## src/rtl/gray_pkg.sv

```systemverilog
// Shared Gray-code helpers for the up/down counter family.
// Functions work on a 32-bit word; narrower callers zero-extend in and truncate out.
package gray_pkg;

    localparam int GRAY_MAX_W = 32;

    typedef logic [GRAY_MAX_W-1:0] gray_word_t;

    function automatic gray_word_t bin2gray(input gray_word_t x);
        return x ^ (x >> 1);
    endfunction

    // Prefix XOR from the MSB down; zero-extended upper bits leave the result unchanged.
    function automatic gray_word_t gray2bin(input gray_word_t g);
        gray_word_t b;
        b[GRAY_MAX_W-1] = g[GRAY_MAX_W-1];
        for (int i = GRAY_MAX_W - 2; i >= 0; i--) begin
            b[i] = b[i+1] ^ g[i];
        end
        return b;
    endfunction

endpackage

```

## src/rtl/gray_updown_counter_if.sv

```systemverilog
// Control and status bundle between a controller and the Gray up/down counter.
interface gray_updown_counter_if #(
    parameter int WIDTH = 3
);
    logic             clear;
    logic             en;
    logic             up;
    logic             load;
    logic [WIDTH-1:0] load_val;
    logic [WIDTH-1:0] gray_out;
    logic [WIDTH-1:0] bin_out;
    logic             at_limit;
    logic             wrap_pulse;

    modport master (
        output clear, en, up, load, load_val,
        input  gray_out, bin_out, at_limit, wrap_pulse
    );

    modport slave (
        input  clear, en, up, load, load_val,
        output gray_out, bin_out, at_limit, wrap_pulse
    );
endinterface

```

## src/rtl/gray_limit_detect.sv

```systemverilog
// Combinational end-of-range detector: flags the step that would leave the binary range.
module gray_limit_detect #(
    parameter int WIDTH = 3
) (
    input  logic [WIDTH-1:0] bin,
    input  logic             up,
    output logic             at_limit
);

    logic is_max;
    logic is_min;

    assign is_max   = (bin == {WIDTH{1'b1}});
    assign is_min   = (bin == {WIDTH{1'b0}});
    assign at_limit = up ? is_max : is_min;

endmodule

```

## src/rtl/gray_updown_counter.sv

```systemverilog
// Parametrised Gray-code up/down counter with clear/load, wrap or saturate, and wrap pulse.
// gray_out is registered from the next binary value so it never glitches downstream.
module gray_updown_counter
    import gray_pkg::*;
#(
    parameter int             WIDTH     = 3,
    parameter logic [WIDTH-1:0] RESET_BIN = {WIDTH{1'b1}},
    parameter bit             WRAP      = 1'b1
) (
    input  logic                   clk,
    input  logic                   reset_n,
    gray_updown_counter_if.slave   bus
);

    localparam logic [WIDTH-1:0] BIN_MAX  = {WIDTH{1'b1}};
    localparam logic [WIDTH-1:0] BIN_MIN  = {WIDTH{1'b0}};
    localparam logic [WIDTH-1:0] BIN_ONE  = WIDTH'(1);
    localparam logic [WIDTH-1:0] GRAY_RST = WIDTH'(bin2gray(gray_word_t'(RESET_BIN)));

    logic [WIDTH-1:0] bin_q;
    logic [WIDTH-1:0] gray_q;
    logic             wrap_q;

    logic [WIDTH-1:0] bin_next;
    logic [WIDTH-1:0] gray_next;
    logic             wrap_next;
    logic             at_limit;

    gray_limit_detect #(
        .WIDTH (WIDTH)
    ) u_limit (
        .bin      (bin_q),
        .up       (bus.up),
        .at_limit (at_limit)
    );

    // Priority: clear over load over count; only a wrap step raises the pulse.
    always_comb begin
        bin_next  = bin_q;
        wrap_next = 1'b0;
        if (bus.clear) begin
            bin_next = RESET_BIN;
        end else if (bus.load) begin
            bin_next = bus.load_val;
        end else if (bus.en) begin
            if (!at_limit) begin
                bin_next = bus.up ? (bin_q + BIN_ONE) : (bin_q - BIN_ONE);
            end else if (WRAP) begin
                bin_next  = bus.up ? BIN_MIN : BIN_MAX;
                wrap_next = 1'b1;
            end
        end
    end

    assign gray_next = WIDTH'(bin2gray(gray_word_t'(bin_next)));

    always_ff @(posedge clk or negedge reset_n) begin
        if (!reset_n) begin
            bin_q  <= RESET_BIN;
            gray_q <= GRAY_RST;
            wrap_q <= 1'b0;
        end else begin
            bin_q  <= bin_next;
            gray_q <= gray_next;
            wrap_q <= wrap_next;
        end
    end

    assign bus.bin_out    = bin_q;
    assign bus.gray_out   = gray_q;
    assign bus.wrap_pulse = wrap_q;
    assign bus.at_limit   = at_limit;

endmodule
```

## src/flat_wrapper.sv

```systemverilog
// flat-port wrapper written by rule: the top's interface ports become plain ports
module gray_updown_counter_flat import gray_pkg::*;
#(
    parameter int             WIDTH     = 3,
    parameter logic [WIDTH-1:0] RESET_BIN = {WIDTH{1'b1}},
    parameter bit             WRAP      = 1'b1
)
  (clk, reset_n, bus_clear, bus_en, bus_up, bus_load, bus_load_val, bus_gray_out, bus_bin_out, bus_at_limit, bus_wrap_pulse);
  gray_updown_counter_if #(.WIDTH(WIDTH)) bus_i ();
  input  logic clk;
  input  logic reset_n;
  input wire logic [$bits(bus_i.clear)-1:0] bus_clear;
  input wire logic [$bits(bus_i.en)-1:0] bus_en;
  input wire logic [$bits(bus_i.up)-1:0] bus_up;
  input wire logic [$bits(bus_i.load)-1:0] bus_load;
  input wire logic [$bits(bus_i.load_val)-1:0] bus_load_val;
  output wire logic [$bits(bus_i.gray_out)-1:0] bus_gray_out;
  output wire logic [$bits(bus_i.bin_out)-1:0] bus_bin_out;
  output wire logic [$bits(bus_i.at_limit)-1:0] bus_at_limit;
  output wire logic [$bits(bus_i.wrap_pulse)-1:0] bus_wrap_pulse;
  assign bus_i.clear = bus_clear;
  assign bus_i.en = bus_en;
  assign bus_i.up = bus_up;
  assign bus_i.load = bus_load;
  assign bus_i.load_val = bus_load_val;
  assign bus_gray_out = bus_i.gray_out;
  assign bus_bin_out = bus_i.bin_out;
  assign bus_at_limit = bus_i.at_limit;
  assign bus_wrap_pulse = bus_i.wrap_pulse;
  gray_updown_counter #(.WIDTH(WIDTH), .RESET_BIN(RESET_BIN), .WRAP(WRAP)) u_core (.clk(clk), .reset_n(reset_n), .bus(bus_i));
endmodule
```

## config.mk

```make
export PLATFORM = sky130hd
export DESIGN_NAME = gray_updown_counter_flat
export DESIGN_NICKNAME = d
export VERILOG_FILES = /design/src/rtl/gray_pkg.sv /design/src/rtl/gray_updown_counter_if.sv /design/src/rtl/gray_limit_detect.sv /design/src/rtl/gray_updown_counter.sv /design/src/flat_wrapper.sv
export SDC_FILE = /design/constraint.sdc
export NUM_CORES = 1
export LEC_CHECK = 0
export CORE_AREA = 4 4 41 43
export CTS_BUF_LIST = sky130_fd_sc_hd__clkbuf_8
export CTS_CLUSTER_SIZE = 20
export DETAILED_ROUTE_END_ITERATION = 8
export DIE_AREA = 0 0 45 47
export SYNTH_ARGS = -nofsm -noshare
export SYNTH_HDL_FRONTEND = slang
export SYNTH_SLANG_ARGS = --single-unit
```

## constraint.sdc

```tcl
create_clock -name clk -period 4.8 [get_ports clk]
set_input_delay 0.72 -clock clk [delete_from_list [all_inputs] [get_ports clk]]
set_output_delay 0.72 -clock clk [all_outputs]
set_load 0.1 [all_outputs]
```

-- Word level (Yosys, flattened, before mapping)
Index checks and enable logic that the tools add are counted.
- register bits after elaboration: 7
- bits in latches: 0
- RAM bits: 0
- bits in read-only memories: 0
- input bits: 9
- memories: 0
- add/sub/neg operators: 2
- multiply operators: 0
- divide/modulo/power cells: 0
- magnitude comparators: 0
- eq/ne operators: 1
- shift operators: 0
- muxes and demuxes: 11
- bitwise gates (word level): 1
- reduce and logical (&&, ||, !) cells: 1
- operators with widths (operator ; count):
    3-bit 2-to-1 mux ; 6
    1-bit 2-to-1 mux ; 5
    3-bit by 1-bit adder with 3-bit output (second input constant) ; 1
    3-bit equality test (second input constant) ; 1
    3-bit logical NOT ; 1
    3-bit by 1-bit subtractor with 3-bit output (second input constant) ; 1
    3-bit by 2-bit XOR with 3-bit output ; 1

-- Longest topological paths before layout
Gate-level depths: netlist (run 1).
- word-level depth: 7
- gate-level depth with buffers: 6
- mapped depth without buffers: 6

-- Hierarchy
Synthesis (run 1) repeated with hierarchy kept, for this count alone.
- cell total of the unflattened synthesis: 47
- area, all modules: 426.7 µm²
- modules (own cells, without submodules) (module ; times used ; cells each ; area each (µm²)):
    gray_updown_counter ; 1 ; 44 ; 409.1
    gray_limit_detect ; 1 ; 3 ; 17.5

-- Worst setup path before layout (run 1)
No wires, ideal clock.
- kind: register to output
- from: register u_core.bin_q[0], in the netlist u_core.bus.bin_out[0]
- to: output port bus_at_limit
- arrival time: 2.537 ns
- required time: 4.080 ns
- slack: 1.543 ns
- stages on the path, launching flop included: 3
- path buffers: 0
- cells stage by stage: dfstp_2 -> nand3_2 -> o21bai_1
- longest elaborated chain between the ends: 2
- elaborated cells between the ends (all ways): 3
- ends and longest elaborated chain (what ; line ; text):
    start, declared ; gray_updown_counter.sv:20 ; logic [WIDTH-1:0] bin_q;
    start signal, assigned ; gray_updown_counter.sv:63 ; bin_q <= bin_next;
    3-bit equality test or 3-bit logical NOT (tied branches) ; gray_limit_detect.sv:13, gray_limit_detect.sv:14 ;
    1-bit 2-to-1 mux * ; gray_limit_detect.sv:15 ; assign at_limit = up ? is_max : is_min;
    end, declared ; flat_wrapper.sv:19 ; output wire logic [$bits(bus_i.at_limit)-1:0] bus_at_limit;
Every way passes the cells marked *; elsewhere a longest branch is shown, timed or not.

-- Final worst setup path (run 1)
- from: input port bus_up
- to: output port bus_at_limit
- longest elaborated chain between the ends: 1
- ends and longest elaborated chain (what ; line ; text):
    start, declared ; flat_wrapper.sv:14 ; input wire logic [$bits(bus_i.up)-1:0] bus_up;
    1-bit 2-to-1 mux ; gray_limit_detect.sv:15 ;
No other way between the ends.

==> results.json, run 1 <==
{
  "cts_setup_buffers": 0,
  "wirelength_microns": 873,
  "critPathLaunchType": "input port",
  "cts_resized": 0,
  "syn_avg_cell_area_sq_um": 11.4,
  "cts_sinks": 6,
  "status": "finished clean",
  "wl_met3_microns": 67,
  "worstPathRequired_ns": 4.08,
  "via_count": 344,
  "grt_pass1_wl_mm": 1.49,
  "worstPathMaxFanout": 7,
  "wl_met1_microns": 347,
  "synth_edf_count": 0,
  "drc_errors": 0,
  "synth_fp_nets": 47,
  "drv_cap": 0,
  "diodes": 0,
  "fill_cells": 133,
  "top_layer_used": "met4",
  "slew_violations": 0,
  "finish.instance_area_sq_um": 637,
  "hold_slack_ns": 0.654,
  "met2WireLength_microns": 428,
  "clockPowerShare_pct": 32.1,
  "clk_latency_ns": 0.22,
  "synth_area_leader_cell": "dfstp_2",
  "whs_endpoint": "u_core.bus.bin_out[2]$_DFF_PN1_",
  "via_per_inst": 4.85,
  "reg2reg_depth": 5,
  "worst_pin_slew_ns": 0.967,
  "routabilityCongestion": 0.695,
  "first_global_vias": 352,
  "fin_skew_ns": 0.00374,
  "synthArstFlopShare_pct": 100,
  "drt_iter0_markers": 4,
  "cts_hold_buf": 0,
  "cp.arrival_ns": 2.04,
  "drt-pass1-iter-count": 4,
  "root_buffer": "clkbuf_8",
  "wl_per_cell_microns": 12.3,
  "p_leak_uw": 0.000252,
  "start_util_pct": 32.5,
  "port_buffers": 16,
  "cts_max_level": 1,
  "fmax_ghz": 0.362,
  "area_delta_synth_final_pct": 50.6,
  "rrSetupSlack_ns": 2.69,
  "p_sw_uw": 97.4,
  "synth_cell_types": 25,
  "p_int_uw": 141,
  "synthFlopType": "dfstp_2",
  "dpl_cell_area_sq_um": 592,
  "grt-ovfl-total": 0,
  "finalSetupTns_ns": 0,
  "clock_path_buffers": 2,
  "ir_drop_uv": 123,
  "synth_commonest_cells": "3 x dfrtp_1, 3 x dfstp_2, 3 x inv_1, 3 x xor2_1",
  "setup_viol": 0,
  "worstHoldStart": "u_core.bus.bin_out[2]$_DFF_PN1_",
  "crit_type": "input port to primary output",
  "powerDensity_nw_per_um2": 375,
  "coreArea_sq_um": 1300,
  "hpwl_microns": 688,
  "rsz0062_at_grt": "false",
  "finalCriticalPeriod_ns": 2.76,
  "ioPinCount": 17,
  "rr_startpoint": "u_core.bus.bin_out[1]$_DFF_PN1_",
  "synth_seq_cells": 6,
  "die_w_microns": 45,
  "cts_buffers": 3,
  "reg2reg_to": "u_core.bus.gray_out[0]$_DFF_PN0_",
  "cts.clk_slew.worst_paths_ns": 0.04,
  "syn_area_sq_um": 423,
  "grt_start_max_net_pins": 9,
  "hp-class": "flip-flop to flip-flop",
  "synth_cells": 37,
  "total_power_uw": 239,
  "end_kind": "primary output",
  "cts_tree": "done",
  "ys_top_cells_by_area": "dfstp_2 19%, dfrtp_1 18%, xor2_1 6.2%",
  "startpoint": "bus_up",
  "nets": 67,
  "seq_power_share_pct": 27.2,
  "relSlewSlack_pct": 35.4,
  "ant_nets": 0,
  "comb_power_share_pct": 40.7,
  "antenna_found_initial": 0,
  "grt_usage_pct": 10.4,
  "drive_gt1_share_pct": 25.0,
  "ys_warn_count": 0,
  "hold_viol": 0,
  "swShare_pct": 40.8,
  "core.rowCount": 13,
  "finalCritPeriodShare_pct": 57.6,
  "die_h_microns": 47,
  "utilization_pct": 48.9,
  "synth_seq_area_share_pct": 36.4,
  "hold_depth": 2,
  "dieArea_sq_um": 2120,
  "yosysTopAreaCellShare_pct": 18.6
}
[metrics by stage]
step	instances	setup WS (ns)
floorplan	37	1.54
detailed placement	67	1.85
finish	71	2.04
CTS	71	2.03
global route	71	1.97
global placement	67	1.87
[power groups by stage]
stage          combinational (uW)  sequential, uW  clock (uW)
6_report                     97.1            65.0        76.6
5_1_grt                       101            66.4        83.3
4_1_cts                      97.8            65.4        79.6
3_5_place_dp                 97.6            66.0           0
3_3_place_gp                 97.2            65.5           0
2_1_floorplan                33.5             104           0
[worst max-delay path, stage by stage]
cell and delay (ns):
clkdlybuf4s50_1 0.55, nor4_4 0.26, o21bai_1 0.18, buf_4 0.32
[cells in the final DEF (no fill, tap or decap), drive strengths merged]
| master | netlist | routed |
|---|---|---|
| nand2b | 2 | 2 |
| fa | 1 | 1 |
| clkdlybuf4s50 | 0 | 15 |
| clkbuf | 0 | 3 |
| dfrtp | 3 | 3 |
| or3 | 2 | 2 |
| a21oi | 2 | 2 |
| and2b | 1 | 1 |
| mux2i | 1 | 1 |
| nor4 | 1 | 1 |
| o21bai | 1 | 1 |
| inv | 3 | 4 |
| nand3 | 1 | 1 |
| a31oi | 1 | 1 |
| or3b | 1 | 1 |
| o31ai | 1 | 1 |
| dfstp | 3 | 3 |
| nor2 | 1 | 1 |
| nor3b | 1 | 1 |
| buf | 1 | 1 |
| xor2 | 3 | 3 |
| nor3 | 1 | 1 |
| o21ai | 1 | 1 |
| nor2b | 3 | 3 |
| and4bb | 1 | 1 |
| a2111oi | 1 | 1 |
[state kept, by name, indices dropped and copies added, names as in the netlist]
register	flops
u_core.bus.bin_out	3
u_core.bus.wrap_pulse	1
u_core.bus.gray_out	2
[worst max path at each step]
stage,endpoint,slack (ns),depth (start not counted)
2_1_floorplan,bus_at_limit,1.54,2
3_3_place_gp,u_core.bus.gray_out[0]$_DFF_PN0_,1.87,7
3_5_place_dp,u_core.bus.gray_out[0]$_DFF_PN0_,1.85,7
4_1_cts,bus_bin_out[0],2.03,1
5_1_grt,u_core.bus.gray_out[0]$_DFF_PN0_,1.97,7
6_report,bus_at_limit,2.04,4
[layout make-up]
cell class | instances | area, sq um | share of cell area, %
Multi-Input combinational cell | 27 | 250 | 39.3
Sequential cell | 6 | 154 | 24.2
Timing Repair Buffer | 16 | 158 | 24.8
Inverter | 3 | 11.3 | 1.77
Clock inverter | 1 | 3.75 | 0.589
Clock buffer | 3 | 41.3 | 6.48
Tap cell | 15 | 18.8 | 2.95
[cells by family (layout without fill, tap and decap cells)]
| logic type | Yosys count | in the layout | synth area share (%) |
|---|---|---|---|
| adder cells (fa/ha/maj) | 1 | 1 | 4.73 |
| multiplexers | 1 | 1 | 2.37 |
| flip-flops | 6 | 6 | 36.4 |
| XOR/XNOR | 3 | 3 | 6.21 |
| AO/OA/AOI/OAI | 7 | 7 | 16.9 |
| buffers and inverters | 4 | 23 | 4.44 |
| AND/OR/NAND/NOR | 15 | 15 | 29.0 |
[layer usage]
layer  vias up  global-route usage (%)
met5         -                       0
met4         0                    12.3
met3         3                    1.15
met2        16                    15.0
met1       157                    12.6
li1        168                       -
Note: power is estimated with default switching activity, not from simulation.
==> run 2, diff against run 1 <==
==> constraint.sdc (replaced) <==
create_clock -name clk -period 2.3 [get_ports clk]
set_input_delay 0.345 -clock clk [delete_from_list [all_inputs] [get_ports clk]]
set_output_delay 0.345 -clock clk [all_outputs]
set_load 0.1 [all_outputs]
==> run 2 against run 1 <==
Sequential share of layout area decreased by 0.45 points. Worst setup slack worse by 1.9 ns. Non-clock buffer count up 5. Count of clock-buffer cells in the layout stayed put. Cell count is 7.0% higher. Hold slack got worse by 0.30 ns. Critical endpoint is now u_core.bus.gray_out[1]$_DFF_PN0_. Largest power group unchanged.
==> results.json, run 2 (synthesized netlist as in run 1, its figures left out) <==
{
  "status": "finished clean",
  "first_global_vias": 409,
  "cts_resized": 0,
  "drt_iter0_markers": 0,
  "nets": 72,
  "reg2reg_depth": 6,
  "path_cells": "clkdlybuf4s50_1 > inv_1 > fa_1 > and2b_1 > a2111oi_2 > buf_4 > o31ai_4 > xor2_1",
  "cts_sinks": 6,
  "cts_tree": "done",
  "die_h_microns": 47,
  "regArea_sq_um": 161,
  "stdcell_count": 76,
  "path_delay_family": "buffers and inverters",
  "layout.cells.most_common_list": "12 x buf_4, 8 x clkdlybuf4s50_1, 4 x inv_1",
  "drv_cap": 0,
  "clock_path_buffers": 2,
  "worstPathRequired_ns": 2.40,
  "die_w_microns": 45,
  "p_leak_uw": 0.000290,
  "cpMaxStageDelayCell": "clkdlybuf4s50_1",
  "end_kind": "flip-flop",
  "grt_start_max_net_pins": 9,
  "met2WireLength_microns": 443,
  "relSlewSlack_pct": 81.7,
  "cts_max_level": 1,
  "reg2reg_to": "u_core.bus.gray_out[1]$_DFF_PN0_",
  "grt_pass1_wl_mm": 1.66,
  "finalSetupTns_ns": 0,
  "ir_drop_uv": 235,
  "drive_gt1_share_pct": 44.3,
  "hp-class": "input port to asynchronous set/reset pin",
  "worstPathMaxFanout": 3,
  "drc_errors": 0,
  "hold_viol": 0,
  "ioPinCount": 17,
  "worst_pin_slew_ns": 0.274,
  "port_buffers": 16,
  "routabilityCongestion": 0.782,
  "cp.arrival_ns": 2.21,
  "utilization_pct": 52.3,
  "finalCritPeriodShare_pct": 91.9,
  "fin_skew_ns": 0.00118,
  "start_util_pct": 32.5,
  "crit_type": "input port to flip-flop",
  "coreArea_sq_um": 1300,
  "fmax_ghz": 0.473,
  "rr_startpoint": "u_core.bus.bin_out[1]$_DFF_PN1_",
  "ant_nets": 0,
  "critPathLaunchType": "input port",
  "area_delta_synth_final_pct": 60.9,
  "placed_cells": 72,
  "largest_register_ffs": 3,
  "grt_usage_pct": 11.6,
  "wl_met3_microns": 65,
  "cts_setup_buffers": 0,
  "rrSetupSlack_ns": 0.19,
  "cts.clk_slew.worst_paths_ns": 0.04,
  "via_count": 367,
  "grt-ovfl-total": 0,
  "drt-pass1-iter-count": 1,
  "final_common_cell": "buf_4",
  "diodes": 0,
  "fill_cells": 121,
  "root_buffer": "clkbuf_8",
  "dieArea_sq_um": 2120,
  "startpoint": "bus_up",
  "slowest_delay_ns": 0.48,
  "clk_latency_ns": 0.22,
  "crit_buf_inv": 3,
  "wl_met1_microns": 368,
  "antenna_found_initial": 0,
  "wirelength_microns": 929,
  "cts_buffers": 3,
  "wl_per_cell_microns": 12.2,
  "multi_input_area_sq_um": 254,
  "setup_viol": 0,
  "cts_hold_buf": 0,
  "core.rowCount": 13,
  "via_per_inst": 4.83,
  "top_layer_used": "met4",
  "finalCriticalPeriod_ns": 2.11,
  "powerDensity_nw_per_um2": 763,
  "slew_violations": 0,
  "hpwl_microns": 737,
  "rsz0062_at_grt": "false"
}
## run 2: where the power goes
| part | internal [uW] | leakage [uW] | total [uW] | switching [uW] |
|---|---|---|---|---|
| combinational | 70.9 | 0.000193 | 219 | 148 |
| sequential | 123 | 0.0000704 | 137 | 14.4 |
| clock | 115 | 0.0000269 | 163 | 48.1 |
| total | 309 | 0.000290 | 519 | 211 |
## run 2: final cells by class
class                   count  share of cell area [%]
inverters                   3                    1.65
clock buffers               3                    6.07
clock inverters             1                   0.551
well taps                  15                    2.76
multi-input cells          27                    37.3
repair buffers             21                    27.9
flip-flops and latches      6                    23.7
## run 2: per-layer routing
| metal | GRT usage, % | up-vias |
|---|---|---|
| met1 | 12.8 | 167 |
| met5 | 0 | - |
| met2 | 18.1 | 16 |
| met3 | 1.15 | 5 |
| li1 | - | 179 |
| met4 | 14.0 | 0 |
## run 2: worst max path at each step
stage	cells after the start	slack [ns]	endpoint
after global routing	8	0.06	u_core.bus.gray_out[1]$_DFF_PN0_
final	8	0.19	u_core.bus.gray_out[1]$_DFF_PN0_
after detailed placement	8	-0.06	u_core.bus.gray_out[1]$_DFF_PN0_
after global placement	8	-0.04	u_core.bus.gray_out[1]$_DFF_PN0_
after floorplan	2	0.02	bus_at_limit
after CTS	6	0.17	u_core.bus.gray_out[1]$_DFF_PN0_
## run 2: metrics by stage
step | hold slack [ns] | cell area (sq um) | worst slack [ns] | total power [uW]
after detailed placement | 0.596 | 636 | -0.0569 | 359
after global routing | 0.381 | 681 | 0.0616 | 545
after global placement | 0.586 | 636 | -0.0442 | 356
after floorplan | 0.0494 | 434 | 0.0179 | 290
after CTS | 0.358 | 681 | 0.171 | 527
final | 0.352 | 681 | 0.186 | 519
==> run 3, diff against run 2 <==
--- a/config.mk
+++ b/config.mk
@@ -10,6 +10,7 @@
 export CTS_CLUSTER_SIZE = 20
 export DETAILED_ROUTE_END_ITERATION = 8
 export DIE_AREA = 0 0 45 47
+export PLACE_DENSITY = 0.75
 export SYNTH_ARGS = -nofsm -noshare
 export SYNTH_HDL_FRONTEND = slang
 export SYNTH_SLANG_ARGS = --single-unit
==> run 3 against run 2 <==
Via count decreased by 3.0%. Die area unchanged. Final area decreased by 1.1%. Critical path depth decreased by 3. Global-route usage decreased by 1.2 points. Wire length decreased by 3.9%. Power decreased by 1.5%. Sequential power about the same. Combinational power decreased by 2%. Sequential cell count unchanged. Register-to-register slack got worse by 0.04 ns. Critical endpoint is now u_core.bus.gray_out[0]$_DFF_PN0_.
==> results.json, run 3 (synthesized netlist as in run 1, its figures left out) <==
{
  "cpMaxStageDelayCell": "dfstp_4",
  "area_delta_synth_final_pct": 59.2,
  "antenna_found_initial": 0,
  "grt_start_max_net_pins": 9,
  "status": "finished clean",
  "critPathLaunchType": "flip-flop",
  "setup_viol": 0,
  "cts_buffers": 3,
  "core.rowCount": 13,
  "ir_drop_uv": 293,
  "rr_startpoint": "u_core.bus.bin_out[1]$_DFF_PN1_",
  "start_util_pct": 32.5,
  "nets": 71,
  "swShare_pct": 40.3,
  "rrSetupSlack_ns": 0.15,
  "finalCritPeriodShare_pct": 93.7,
  "coreArea_sq_um": 1300,
  "fmax_ghz": 0.464,
  "cts.clk_slew.worst_paths_ns": 0.04,
  "reg2reg_depth": 5,
  "grt-ovfl-total": 0,
  "finalCriticalPeriod_ns": 2.15,
  "clock_path_buffers": 2,
  "worstPathMaxFanout": 7,
  "drc_errors": 0,
  "path_delay_family": "flip-flops",
  "p_sw_uw": 206,
  "seq_power_share_pct": 27.0,
  "cp.arrival_ns": 2.24,
  "hpwl_microns": 721,
  "cts_resized": 0,
  "root_buffer": "clkbuf_8",
  "drt-pass1-iter-count": 4,
  "dpl_cell_area_sq_um": 628,
  "hold_viol": 0,
  "drt_iter0_markers": 4,
  "cts_setup_buffers": 0,
  "cts_max_level": 1,
  "largest_register_ffs": 3,
  "first_global_vias": 385,
  "diodes": 0,
  "finish.instance_area_sq_um": 673,
  "port_buffers": 16,
  "fin_skew_ns": 0.00685,
  "ioPinCount": 17,
  "worst_pin_slew_ns": 0.431,
  "end_kind": "flip-flop",
  "clockPowerShare_pct": 31.1,
  "post-place-ws_ns": -0.0824,
  "cts_hold_buf": 0,
  "rsz0062_at_grt": "false",
  "hp-class": "input port to asynchronous set/reset pin",
  "drive_gt1_share_pct": 43.3,
  "final_common_cell": "buf_4",
  "routabilityCongestion": 0.737,
  "powerDensity_nw_per_um2": 760,
  "crit_type": "flip-flop to flip-flop",
  "dieArea_sq_um": 2120,
  "p_int_uw": 305,
  "wirelength_microns": 893,
  "crit_buf_inv": 0,
  "via_per_inst": 4.75,
  "slowest_delay_ns": 0.67,
  "relSlewSlack_pct": 71.2,
  "grt_pass1_wl_mm": 1.52,
  "comb_power_share_pct": 41.9,
  "cts_sinks": 6,
  "wl_per_cell_microns": 11.9,
  "die_h_microns": 47,
  "slew_violations": 0,
  "worstPathRequired_ns": 2.39,
  "p_leak_uw": 0.000285,
  "worst_slack_ns": 0.145,
  "layout.cells.most_common_list": "11 x buf_4, 8 x clkdlybuf4s50_1, 4 x inv_1",
  "grt_usage_pct": 10.4,
  "clk_latency_ns": 0.22,
  "cp.depth": 5,
  "path_cells": "fa_1 > and2b_1 > a2111oi_2 > o31ai_4 > xor2_1",
  "reg2reg_to": "u_core.bus.gray_out[0]$_DFF_PN0_",
  "ant_nets": 0,
  "drv_cap": 0,
  "via_count": 356,
  "die_w_microns": 45,
  "cts_tree": "done"
}
==> run 3: cell count changes in the layout (fill, tap and decap cells not counted), sizes merged <==
cell	before	now
buf	13	12
==> run 3: worst max path at each step <==
stage	startpoint	endpoint	slack, ns
2_1_floorplan	u_core.bus.bin_out[2]$_DFF_PN1_	bus_at_limit	0.02
3_3_place_gp	bus_up	u_core.bus.gray_out[1]$_DFF_PN0_	-0.05
3_5_place_dp	bus_up	u_core.bus.gray_out[0]$_DFF_PN0_	-0.08
4_1_cts	u_core.bus.bin_out[1]$_DFF_PN1_	u_core.bus.gray_out[0]$_DFF_PN0_	0.13
5_1_grt	u_core.bus.bin_out[1]$_DFF_PN1_	u_core.bus.gray_out[0]$_DFF_PN0_	0.06
6_report	u_core.bus.bin_out[1]$_DFF_PN1_	u_core.bus.gray_out[0]$_DFF_PN0_	0.15
==> run 3: layout make-up <==
type | instances | area (sq um)
clock inverter | 1 | 3.75
clock buffer | 3 | 41.3
inverter | 3 | 11.3
fill | 132 | 628
tap | 15 | 18.8
multi-input combinational | 27 | 254
sequential | 6 | 161
timing repair buffer | 20 | 183
==> run 3: routing by layer <==
layer | global-route usage, % | routed length [microns] | up-vias
li1 | - | - | 177
met5 | 0 | 0 | -
met4 | 8.77 | 0 | 0
met3 | 2.68 | 56 | 0
met1 | 12.4 | 370 | 168
met2 | 15.5 | 466 | 11
==> run 3: power groups by stage <==
| stage | combinational, uW | sequential [uW] | clock [uW] |
|---|---|---|---|
| after floorplan | 70.9 | 219 | 0 |
| after global placement | 215 | 139 | 0 |
| after detailed placement | 216 | 139 | 0 |
| after CTS | 217 | 138 | 163 |
| after global routing | 225 | 140 | 169 |
| final | 214 | 138 | 159 |
==> run 3: per-stage QoR <==
stage	instances	hold WS [ns]	total power [uW]	util [%]	setup TNS, ns
5_1_grt	75	0.376	534	51.7	0
6_report	75	0.356	512	51.7	0
4_1_cts	75	0.359	518	51.7	0
3_5_place_dp	71	0.595	355	48.3	-0.154
3_3_place_gp	71	0.595	354	48.3	-0.105
2_1_floorplan	37	0.0494	290	-	0
